<file path="config.mk">
export PLATFORM = sky130hd
export DESIGN_NAME = layer5_argmax
export DESIGN_NICKNAME = d
export VERILOG_FILES = /design/src/rtl/layer5_argmax.sv
export SDC_FILE = /design/constraint.sdc
export NUM_CORES = 1
export LEC_CHECK = 0
export ABC_CLOCK_PERIOD_IN_PS = 9800
export CORE_ASPECT_RATIO = 0.75
export CORE_MARGIN = 5
export CORE_UTILIZATION = 34
export CTS_CLUSTER_DIAMETER = 40
export DETAILED_ROUTE_END_ITERATION = 10
export GPL_TIMING_DRIVEN = 0
export PLACE_DENSITY = 0.62
export SYNTH_ARGS = -nofsm -noshare
export SYNTH_HDL_FRONTEND = slang
export SYNTH_SLANG_ARGS = --single-unit
</file>
<file path="constraint.sdc">
create_clock -name clk_i -period 9.8 [get_ports clk_i]
set_input_delay 1.96 -clock clk_i [delete_from_list [all_inputs] [get_ports clk_i]]
set_output_delay 1.96 -clock clk_i [all_outputs]
set_load 0.02 [all_outputs]
</file>
<file path="src/rtl/layer5_argmax.sv">
// -----------------------------------------------------------------------------
// layer5_argmax
//
// Final classification stage behind the layer-5 FC controller/MAC. The block
// captures NUM_CLASS signed scores, one per score strobe, into a small buffer.
// It keeps a running maximum while the scores arrive and presents the winning
// class index and score on a valid/ack handshake. Stored scores can be read
// back for debug through a registered read port.
//
// Ports
//   clk_i      clock
//   rst_i      synchronous, active-high reset
//   start_i    new-image pulse; clears the collection and enters COLLECT
//   wr_i       score strobe from the layer-5 controller
//   data_i     signed score, sampled when wr_i=1
//   ack_i      consumer acknowledges the result
//   rd_addr_i  debug readback address
//   rd_data_o  debug readback data (1-cycle latency, 0 when out of range)
//   class_o    winning class index
//   score_o    winning score
//   valid_o    result valid
//   busy_o     high while collecting scores
//   err_o      sticky protocol error (stray write in IDLE or DONE)
//   img_cnt_o  number of results produced (wraps)
// -----------------------------------------------------------------------------
module layer5_argmax #(
   parameter int DATA_W    = 32,
   parameter int NUM_CLASS = 10,
   parameter int IDX_W     = 4,
   parameter int CNT_W     = 16
) (
   input  logic              clk_i,
   input  logic              rst_i,
   input  logic              start_i,
   input  logic              wr_i,
   input  logic [DATA_W-1:0] data_i,
   input  logic              ack_i,
   input  logic [IDX_W-1:0]  rd_addr_i,
   output logic [DATA_W-1:0] rd_data_o,
   output logic [IDX_W-1:0]  class_o,
   output logic [DATA_W-1:0] score_o,
   output logic              valid_o,
   output logic              busy_o,
   output logic              err_o,
   output logic [CNT_W-1:0]  img_cnt_o
);

   typedef enum logic [1:0] {
      S_IDLE    = 2'd0,
      S_COLLECT = 2'd1,
      S_DONE    = 2'd2
   } state_t;

   state_t                    r_state;
   logic [DATA_W-1:0]         r_buf [NUM_CLASS];
   logic [IDX_W-1:0]          r_wr_cnt;
   logic signed [DATA_W-1:0]  r_max_val;
   logic [IDX_W-1:0]          r_max_idx;
   logic [IDX_W-1:0]          r_class;
   logic [DATA_W-1:0]         r_score;
   logic                      r_valid;
   logic                      r_busy;
   logic                      r_err;
   logic [CNT_W-1:0]          r_img_cnt;
   logic [DATA_W-1:0]         r_rd_data;

   logic                      w_take_max;
   logic                      w_last;
   logic                      w_rd_in_range;
   logic signed [DATA_W-1:0]  w_max_val_nxt;
   logic [IDX_W-1:0]          w_max_idx_nxt;

   // The first score of an image always seeds the maximum; later scores win
   // only when strictly greater, so a tie keeps the lower index.
   assign w_take_max    = (r_wr_cnt == '0) || ($signed(data_i) > r_max_val);
   assign w_max_val_nxt = w_take_max ? $signed(data_i) : r_max_val;
   assign w_max_idx_nxt = w_take_max ? r_wr_cnt : r_max_idx;
   assign w_last        = (int'(r_wr_cnt) == NUM_CLASS - 1);
   assign w_rd_in_range = (int'(rd_addr_i) < NUM_CLASS);

   // NOTE: every register below is assigned with <= so that all state updates
   // on an edge see the pre-edge values (e.g. a same-address read returns the
   // old buffer contents).
   always_ff @(posedge clk_i) begin
      if (rst_i) begin
         r_state   <= S_IDLE;
         r_wr_cnt  <= '0;
         r_max_val <= '0;
         r_max_idx <= '0;
         r_class   <= '0;
         r_score   <= '0;
         r_valid   <= 1'b0;
         r_busy    <= 1'b0;
         r_err     <= 1'b0;
         r_img_cnt <= '0;
         r_rd_data <= '0;
         // NOTE: the score buffer is reset explicitly because a freshly reset
         // block must read back zeros; it is only NUM_CLASS entries deep, so
         // it is built from flops rather than a RAM macro.
         for (int i = 0; i < NUM_CLASS; i++) begin
            r_buf[i] <= '0;
         end
      end else begin
         // Debug readback runs in every state.
         r_rd_data <= w_rd_in_range ? r_buf[rd_addr_i] : '0;

         if (start_i) begin
            // A new image overrides everything in flight, including a
            // same-cycle write or ack. The buffer is deliberately kept.
            r_state   <= S_COLLECT;
            r_wr_cnt  <= '0;
            r_max_val <= '0;
            r_max_idx <= '0;
            r_valid   <= 1'b0;
            r_busy    <= 1'b1;
            r_err     <= 1'b0;
         end else begin
            case (r_state)
               S_IDLE: begin
                  if (wr_i) begin
                     r_err <= 1'b1;
                  end
               end

               S_COLLECT: begin
                  if (wr_i) begin
                     r_buf[r_wr_cnt] <= data_i;
                     r_max_val       <= w_max_val_nxt;
                     r_max_idx       <= w_max_idx_nxt;
                     if (w_last) begin
                        // Publish the final maximum, including this write.
                        r_state   <= S_DONE;
                        r_wr_cnt  <= '0;
                        r_class   <= w_max_idx_nxt;
                        r_score   <= w_max_val_nxt;
                        r_valid   <= 1'b1;
                        r_busy    <= 1'b0;
                        r_img_cnt <= r_img_cnt + 1'b1;
                     end else begin
                        r_wr_cnt <= r_wr_cnt + 1'b1;
                     end
                  end
               end

               S_DONE: begin
                  if (wr_i) begin
                     r_err <= 1'b1;
                  end
                  if (ack_i) begin
                     r_state <= S_IDLE;
                     r_valid <= 1'b0;
                  end
               end

               default: begin
                  r_state <= S_IDLE;
                  r_busy  <= 1'b0;
                  r_valid <= 1'b0;
               end
            endcase
         end
      end
   end

   assign rd_data_o = r_rd_data;
   assign class_o   = r_class;
   assign score_o   = r_score;
   assign valid_o   = r_valid;
   assign busy_o    = r_busy;
   assign err_o     = r_err;
   assign img_cnt_o = r_img_cnt;

endmodule

</file>
# After elaboration in Yosys (flattened, before gate mapping)
# Memory sizes are Yosys's and may differ from the RTL's. A register that Yosys moved wholly into a read port is not among the register bits.
# Index checks and enable logic that the tools add are counted.
# Widths: inputs -> output; s select.
word_totals:
  mem_bits_ro: 0
  mem_bits_rw: 320
  register_bits: 97
  latchBits: 0
  n_memories: 1
  out_inout_bits: 87
  in_bits: 41
  word_cells: 69
op_classes:
  bitwise_logic: 3
  div: 0
  mux: 26
  magnitude_cmp: 2
  multipliers: 0
  shift: 0
  n_addsub: 2
  n_eq_ne: 11
  reduce_logical: 13
memory_table:
  columns: ["name", "depth", "word_bits", "rd", "rd_clocked_by_memory_dff", "wr", "line_no", "source"]
  rows:
  - ["r_buf", 10, 32, 1, 1, 10, "55", "logic [DATA_W-1:0] r_buf [NUM_CLASS];"]
ops:
  columns: ["operator", "n"]
  rows:
  - ["$mux 32", 2]
  - ["$gt 32x32->1", 1]
  - ["$reduce_or 32->1", 1]
  - ["$add 16x1->16 const B", 1]
  - ["$mux 1", 15]
  - ["$mux 4", 3]
  - ["$reduce_and 4->1", 3]
  - ["$ne 3x3->1 const B", 3]
  - ["$ne 2x2->1 const B", 4]
  - ["$mux 2", 3]
  - ["$pmux 2 s3", 1]
  - ["$reduce_or 2->1", 3]
  - ["$add 4x1->4 const B", 1]
  - ["$eq 4x4->1 const B", 1]
  - ["$logic_not 4->1", 1]
  - ["$lt 4x4->1 const B", 1]
  - ["$reduce_and 2->1", 2]
  - ["$not 1->1", 3]
  - ["$pmux 1 s3", 1]
  - ["$reduce_and 3->1", 1]
  - ["$eq 2x1->1 const B", 1]
  - ["$eq 2x2->1 const B", 1]
  - ["$logic_not 2->1", 1]
  - ["$ne 2x1->1 const B", 1]
  - ["2 further kinds", 2]

# Depth between registers and ports, before layout
# Gate-level depths: netlist (run 1).
logic_depth:
  depth_word: 7
  mapped_depth: 12
  depth_no_buf: 10

# Worst setup path before layout (run 1)
# No wires, ideal clock.
synth_path:
  path_type: "in2reg"
  startpoint: "input port start_i"
  endpoint: "memory r_buf[1][0], enable pin"
  n_path_buf: 1
  path_slack_ns: 5.214
  t_arrival_ns: 4.158
  cell_stages: 4
  required_ns: 9.372
  setup_ns: 0.428
  cell_sequence: "clkbuf_1 > nor2_1 > nand2_1 > o21bai_1"
synth_lines:
  columns: ["element", "line_no", "source"]
  rows:
  - ["from (decl)", "34", "input logic start_i,"]
  - ["to (decl)", "55", null]

==> impl_metrics.json, run 1 <==
{
  "status": "finished clean",
  "die_area_um2": 62800,
  "routedWlPerCell_um": 22.3,
  "antenna_found_initial": 6,
  "syn_area_um2": 19700,
  "setup_repair_after_global_routing_missed_its_margin": "false",
  "sequentialPowerShare_pct": 46.1,
  "final_weighted_congestion_in_routability_driven_placement": 0.839,
  "layout_worst_path_cycle_share_pct": 50.2,
  "worst-slew-pin-transition_ns": 1.12,
  "cts_tree": "yes",
  "cp_slowest_stage_delay_ns": 0.94,
  "power.share.clock_pct": 47.3,
  "worstPathBufferInverterCount": 3,
  "comb_power_share_pct": 6.6,
  "number_of_enable_flip_flop_cells_after_synthesis": 320,
  "clock_latency_ns": 0.62,
  "min_path_cells": 2,
  "path_depth": 7,
  "vias_per_cell": 5.16,
  "postSynth.asyncResetShare_pct": 0,
  "cp_data_required_time_ns": 10.03,
  "timing.reg2reg.worst_path_depth": 6,
  "power-per-cell-area_nw_per_um2": 190,
  "final-hold-violation-count": 0,
  "synthesis.area_per_instance_um2": 12.9,
  "cts.reportedPaths.clkPinSlew_ns": 0.06,
  "setup.worst_path.class": "in2reg",
  "flow.area_growth_from_synthesis_pct": 21.5,
  "grt_first_pass_wirelength_um": 84300,
  "irDropWorstVdd_mv": 0.125,
  "timing.critical_path.from_type": "input pin",
  "layout.core_utilization_pct": 41.7,
  "initialDrtViolationCount": 999,
  "min_period_ns": 4.91,
  "p_sw_share_pct": 23.5,
  "placeableCoreArea_um2": 57300,
  "synthFlopType": "edfxtp_1",
  "type_of_the_tightest_min_delay_check": "reg2reg",
  "post_cts.resized_instances": 0,
  "syn_nets": 1595,
  "globalRouteOverflowTotal": 0,
  "setup-violations-final": 0,
  "cts_num_sinks": 448,
  "die-height_um": 218,
  "clock_tree.buffer_depth": 3,
  "crit_slowest_cell": "or2_2",
  "synthesis.yosys.warnings": 0,
  "ctsHoldBuffers": 0,
  "start_util_pct": 34.3,
  "max_freq_ghz": 0.203,
  "critical_path.endpoint_type": "flop",
  "synth-seq-area-share_pct": 61.9,
  "tns_ns": 0,
  "slew_margin_rel_pct": 25.5,
  "cts-buffers-inserted": 54,
  "cts.htree.levels": 2,
  "port_buffers": 121,
  "power.static_leakage_uw": 0.00891,
  "worst-path-max-fanout": 32,
  "remaining_antenna_violation_count_after_routing": 0,
  "total_count_of_max_transition_violations_in_the_final_report": 0,
  "vias_post_dr": 13051,
  "ios": 128,
  "cts.root.buffer_cell": "clkbuf_16",
  "routed_wl_um": 56300,
  "hpwlAfterDp_um": 37600,
  "post-cts-setup-buffers": 0,
  "arrival_ns": 5.14,
  "netSwitchingPower_uw": 1070,
  "largest_net_degree_at_the_start_of_global_routing": 33,
  "synth.ff_latch_count": 448,
  "num_rows": 76,
  "grt_util_all_layers_pct": 17.8,
  "num-nets-final": 1776,
  "die-width_um": 288,
  "stdcell_area_um2": 23900,
  "placed_inst_area_um2": 22000,
  "timing.max_cap.violations": 0,
  "detailedRoute.firstPassIterationCount": 5,
  "cp_cell_sequence": "clkdlybuf4s50_1 > and3b_1 > buf_2 > nand4_1 > nor2_1 > clkbuf_1 > or2_2",
  "fillers": 5362,
  "synthesis.instances": 1521,
  "yosysUniqueCellTypes": 52,
  "critical-path-top-delay-family": "simple AND/OR/NAND/NOR gates",
  "remaining_drc_errors": 0,
  "final_layout_size_suffix_gt1_share_pct": 11.1,
  "intPower_uw": 3480,
  "clock-skew-final_ns": 0.0293,
  "vias_in_the_first_global_route": 13544
}
[synthesized netlist by cell type, types with 8 or more instances]
| library cell | count | area [um^2] |
|---|---|---|
| dfxtp_1 | 128 | 2560 |
| mux4_2 | 64 | 1440 |
| o22a_1 | 32 | 280 |
| nand3_1 | 43 | 215 |
| xor2_1 | 10 | 87.6 |
| and3_1 | 35 | 219 |
| o31ai_1 | 31 | 233 |
| ha_1 | 33 | 413 |
| buf_2 | 8 | 40.0 |
| nand2_1 | 53 | 199 |
| nor3_1 | 9 | 45.0 |
| buf_1 | 13 | 48.8 |
| nand4_1 | 14 | 87.6 |
| a21oi_1 | 21 | 105 |
| edfxtp_1 | 320 | 9610 |
| nor2_1 | 198 | 743 |
| clkbuf_1 | 79 | 297 |
| and2_1 | 156 | 976 |
| inv_1 | 69 | 259 |
| mux2i_1 | 100 | 1000 |
| a211oi_1 | 34 | 255 |
[area by class of cell]
class | instances | area [um^2] | share of cell area, %
Timing Repair Buffer | 125 | 1300 | 5.43
Buffer | 108 | 487 | 2.04
Clock inverter | 38 | 494 | 2.07
Sequential cell | 448 | 12200 | 50.9
Antenna cell | 1 | 2.50 | 0.0105
Tap cell | 780 | 976 | 4.08
Multi-Input combinational cell | 896 | 6780 | 28.4
Clock buffer | 64 | 1440 | 6.02
Inverter | 69 | 259 | 1.08
[layer usage]
layer | part of all wire, % | GRT usage (%) | vias to the layer above
li1 | - | - | 5895
met1 | 44 | 25.4 | 6525
met2 | 44 | 27.4 | 552
met3 | 9.8 | 4.56 | 79
met4 | 2.0 | 4.36 | 0
met5 | 0 | 0 | -
[worst paths after layout]
| path | from | endpoint | slack, ns |
|---|---|---|---|
| worst min register to register | r_max_idx[3] | r_max_idx[3] | 0.46 |
| worst min-delay path | r_max_idx[3] | r_max_idx[3] | 0.46 |
| worst max register to register | r_state[1] | r_buf[9][18] | 6.38 |
| worst max-delay path | wr_i | r_buf[9][18] | 4.89 |
[kinds of logic (layout without fill, tap and decap cells)]
kind of cell | Yosys count | count (layout) | synth area share [%]
and+or+nand+nor | 540 | 540 | 13.8
DFF | 448 | 448 | 61.9
buffers and inverters | 177 | 404 | 3.79
muxes | 164 | 164 | 12.4
AOI/OAI and AO/OA | 145 | 145 | 5.44
adders and majority gates | 33 | 33 | 2.10
xor gates and xnor gates | 14 | 14 | 0.623
other | 0 | 1 | 0
[worst reg2reg max path, stage by stage, from the launching register on]
cell and delay, ns:
dfxtp_1 0.35, and3b_1 0.21, buf_2 0.18, nand4_1 0.22
nor2_1 0.55, clkbuf_1 0.55, or2_2 0.95
[per-stage QoR]
| step | total power, uW | setup WS, ns | hold slack (ns) | cells |
|---|---|---|---|---|
| 2_1_floorplan | 2310 | 5.21 | 0.429 | 1521 |
| 3_3_place_gp | 2430 | 3.21 | 0.438 | 2422 |
| 3_5_place_dp | 2440 | 4.32 | 0.444 | 2426 |
| 4_1_cts | 4590 | 4.96 | 0.453 | 2528 |
| 5_1_grt | 4700 | 4.61 | 0.465 | 2528 |
| 6_report | 4550 | 4.89 | 0.458 | 2529 |
[registers in the layout, indices dropped and copies added, names as in the netlist]
signal     cells
r_buf        320
r_max_val     32
rd_data_o     32
score_o       32
img_cnt_o     16
class_o        4
r_max_idx      4
r_wr_cnt       4
r_state        2
busy_o         1
err_o          1
[layout by cell type (no fill, tap or decap), types with 9 or more instances in the layout]
cell / instances
clkbuf_1: 85
nand4_1: 14
clkbuf_16: 55
nand3_1: 43
and3_1: 35
mux2i_1: 100
inv_1: 69
o31ai_1: 31
clkdlybuf4s50_1: 121
buf_1: 13
nor3_1: 9
ha_1: 33
xor2_1: 10
o22a_1: 32
inv_6: 10
and2_1: 156
nor2_1: 198
dfxtp_1: 128
edfxtp_1: 320
nand2_1: 53
a211oi_1: 34
mux4_2: 64
a21oi_1: 21
[power by group through the flow]
stage	logic, uW	clock network, uW	registers (uW)
6_report	303	2150	2100
5_1_grt	326	2270	2100
4_1_cts	304	2190	2100
3_5_place_dp	303	0	2140
3_3_place_gp	295	0	2140
2_1_floorplan	164	0	2140
Note: power is estimated with default switching activity, not from simulation.
==> inputs of run 2 (changes only) <==
--- a/config.mk
+++ b/config.mk
@@ -5,14 +5,14 @@
 export SDC_FILE = /design/constraint.sdc
 export NUM_CORES = 1
 export LEC_CHECK = 0
-export ABC_CLOCK_PERIOD_IN_PS = 9800
+export ABC_CLOCK_PERIOD_IN_PS = 4450
 export CORE_ASPECT_RATIO = 0.75
 export CORE_MARGIN = 5
 export CORE_UTILIZATION = 34
 export CTS_CLUSTER_DIAMETER = 40
 export DETAILED_ROUTE_END_ITERATION = 10
 export GPL_TIMING_DRIVEN = 0
-export PLACE_DENSITY = 0.62
+export PLACE_DENSITY = 0.64
 export SYNTH_ARGS = -nofsm -noshare
 export SYNTH_HDL_FRONTEND = slang
 export SYNTH_SLANG_ARGS = --single-unit
==> constraint.sdc (replaced) <==
create_clock -name clk_i -period 4.45 [get_ports clk_i]
set_input_delay 0.89 -clock clk_i [delete_from_list [all_inputs] [get_ports clk_i]]
set_output_delay 0.89 -clock clk_i [all_outputs]
set_load 0.02 [all_outputs]
==> impl_metrics.json, run 2 (synthesis results as in run 1) <==
{
  "status": "finished clean",
  "clock_tree.buffer_depth": 3,
  "power.static_leakage_uw": 0.00880,
  "sequentialPowerShare_pct": 48.3,
  "arrival_ns": 3.99,
  "power-per-cell-area_nw_per_um2": 404,
  "detailedRoute.firstPassIterationCount": 5,
  "intPower_uw": 7330,
  "mostFrequentLayoutCells": "320 x edfxtp_1, 198 x nor2_1, 156 x and2_1",
  "initialDrtViolationCount": 1247,
  "grt_first_pass_wirelength_um": 83300,
  "cts_num_sinks": 448,
  "ctsHoldBuffers": 0,
  "timing.max_cap.violations": 0,
  "max_freq_ghz": 0.263,
  "power.share.clock_pct": 44.8,
  "routedWlPerCell_um": 22.1,
  "largest_net_degree_at_the_start_of_global_routing": 33,
  "hpwlAfterDp_um": 37700,
  "fin_hold_ws_ns": 0.454,
  "remaining_drc_errors": 0,
  "setup_ws_ns": 0.644,
  "antenna_found_initial": 2,
  "globalRouteOverflowTotal": 0,
  "timing.critical_path.from_type": "input pin",
  "vias_per_cell": 5.21,
  "cts.reportedPaths.clkPinSlew_ns": 0.06,
  "cp_data_required_time_ns": 4.64,
  "total_count_of_max_transition_violations_in_the_final_report": 0,
  "final-hold-violation-count": 0,
  "num_rows": 76,
  "fillers": 5300,
  "placeableCoreArea_um2": 57300,
  "antenna_diode_count": 0,
  "cts.htree.levels": 2,
  "die-height_um": 218,
  "largest_register_ff_count": 320,
  "cts.root.buffer_cell": "clkbuf_16",
  "port_buffers": 121,
  "layout.area.seq_um2": 12200,
  "die-width_um": 288,
  "top_register": "r_buf",
  "clock-skew-final_ns": 0.0323,
  "start_util_pct": 34.3,
  "tns_ns": 0,
  "multiInputGateArea_um2": 6770,
  "post-place-ws_ns": 0.0877,
  "p_sw_share_pct": 23.5,
  "flow.area_growth_from_synthesis_pct": 20.4,
  "cp_cell_sequence": "clkdlybuf4s50_1 > and3b_1 > buf_2 > nand4_1 > nor2_1 > clkbuf_1 > or2_2",
  "irDropWorstVdd_mv": 0.320,
  "die_area_um2": 62800,
  "min_period_ns": 3.81,
  "setup-violations-final": 0,
  "grt_util_all_layers_pct": 17.5,
  "crit_slowest_cell": "or2_2",
  "final_layout_size_suffix_gt1_share_pct": 10.6,
  "setup.worst_path.class": "in2reg",
  "critical_path.endpoint_type": "flop",
  "cts_tree": "yes",
  "post-cts-setup-buffers": 0,
  "netSwitchingPower_uw": 2250,
  "cts-buffers-inserted": 50,
  "layout_worst_path_cycle_share_pct": 85.5,
  "worst-slew-pin-transition_ns": 1.08,
  "layout_commonest_cell": "edfxtp_1",
  "clock_latency_ns": 0.60,
  "num-nets-final": 1772,
  "slew_margin_rel_pct": 28.0,
  "worst-path-max-fanout": 32,
  "vias_post_dr": 13112,
  "cp_slowest_stage_delay_ns": 0.93,
  "type_of_the_tightest_min_delay_check": "reg2reg",
  "ios": 128,
  "setup_repair_after_global_routing_missed_its_margin": "false",
  "routed_wl_um": 55800,
  "comb_power_share_pct": 6.9,
  "post_cts.resized_instances": 0,
  "vias_in_the_first_global_route": 13285,
  "remaining_antenna_violation_count_after_routing": 0,
  "final_weighted_congestion_in_routability_driven_placement": 0.818
}
## run 2: per-layer routing
| layer | part of all wire (%) | wire length [um] | track usage, % | vias to the layer above |
|---|---|---|---|---|
| li1 | - | - | - | 5882 |
| met1 | 44 | 24500 | 25.2 | 6579 |
| met2 | 44 | 24800 | 27.0 | 581 |
| met3 | 10 | 5660 | 4.74 | 68 |
| met4 | 1.4 | 779 | 3.13 | 2 |
| met5 | 0.15 | 83 | 1.02 | - |
## run 2: path summary, 6_finish.rpt
kind | to | from | slack, ns | cells after the start
worst max register to register | r_buf[8][14] | r_wr_cnt[3] | 0.88 | 6
worst max-delay path | r_buf[9][17] | wr_i | 0.64 | 7
worst min-delay path | r_max_idx[3] | r_max_idx[3] | 0.45 | 2
worst min register to register | r_max_idx[3] | r_max_idx[3] | 0.45 | 2
## run 2: critical path, delay by kind of cell
kind | cells | cell delay, ns
buffers and inverters | 3 | 1.26
and+or+nand+nor | 4 | 1.79
## run 2: layout make-up
cell class	count	share of cell area (%)
Sequential cell	448	51.4
Multi-Input combinational cell	896	28.6
Clock buffer	56	5.46
Timing Repair Buffer	125	5.42
Tap cell	780	4.12
Buffer	108	2.06
Clock inverter	37	1.84
Inverter	69	1.09
## run 2: power groups by stage
| stage | Clock [uW] | Sequential [uW] | Combinational, uW |
|---|---|---|---|
| 6_report | 4290 | 4620 | 661 |
| 5_1_grt | 4530 | 4630 | 711 |
| 4_1_cts | 4350 | 4620 | 665 |
| 3_5_place_dp | 0 | 4710 | 662 |
| 3_3_place_gp | 0 | 4710 | 646 |
| 2_1_floorplan | 0 | 4720 | 361 |
## run 2: per-stage QoR
step	util [%]	instance area (um^2)	total power, uW	std cells
6_report	41.3	23700	9580	2519
5_1_grt	41.3	23700	9870	2519
4_1_cts	41.3	23700	9640	2518
3_5_place_dp	38.3	21900	5370	2425
3_3_place_gp	38.1	21900	5350	2422
2_1_floorplan	-	19700	5080	1521
==> inputs of run 3 (changes only) <==
--- a/config.mk
+++ b/config.mk
@@ -13,6 +13,7 @@
 export DETAILED_ROUTE_END_ITERATION = 10
 export GPL_TIMING_DRIVEN = 0
 export PLACE_DENSITY = 0.64
+export SKIP_LAST_GASP = 1
 export SYNTH_ARGS = -nofsm -noshare
 export SYNTH_HDL_FRONTEND = slang
 export SYNTH_SLANG_ARGS = --single-unit
==> results of run 3 <==
Final layout, timing and power as in run 2 (identical DEF).
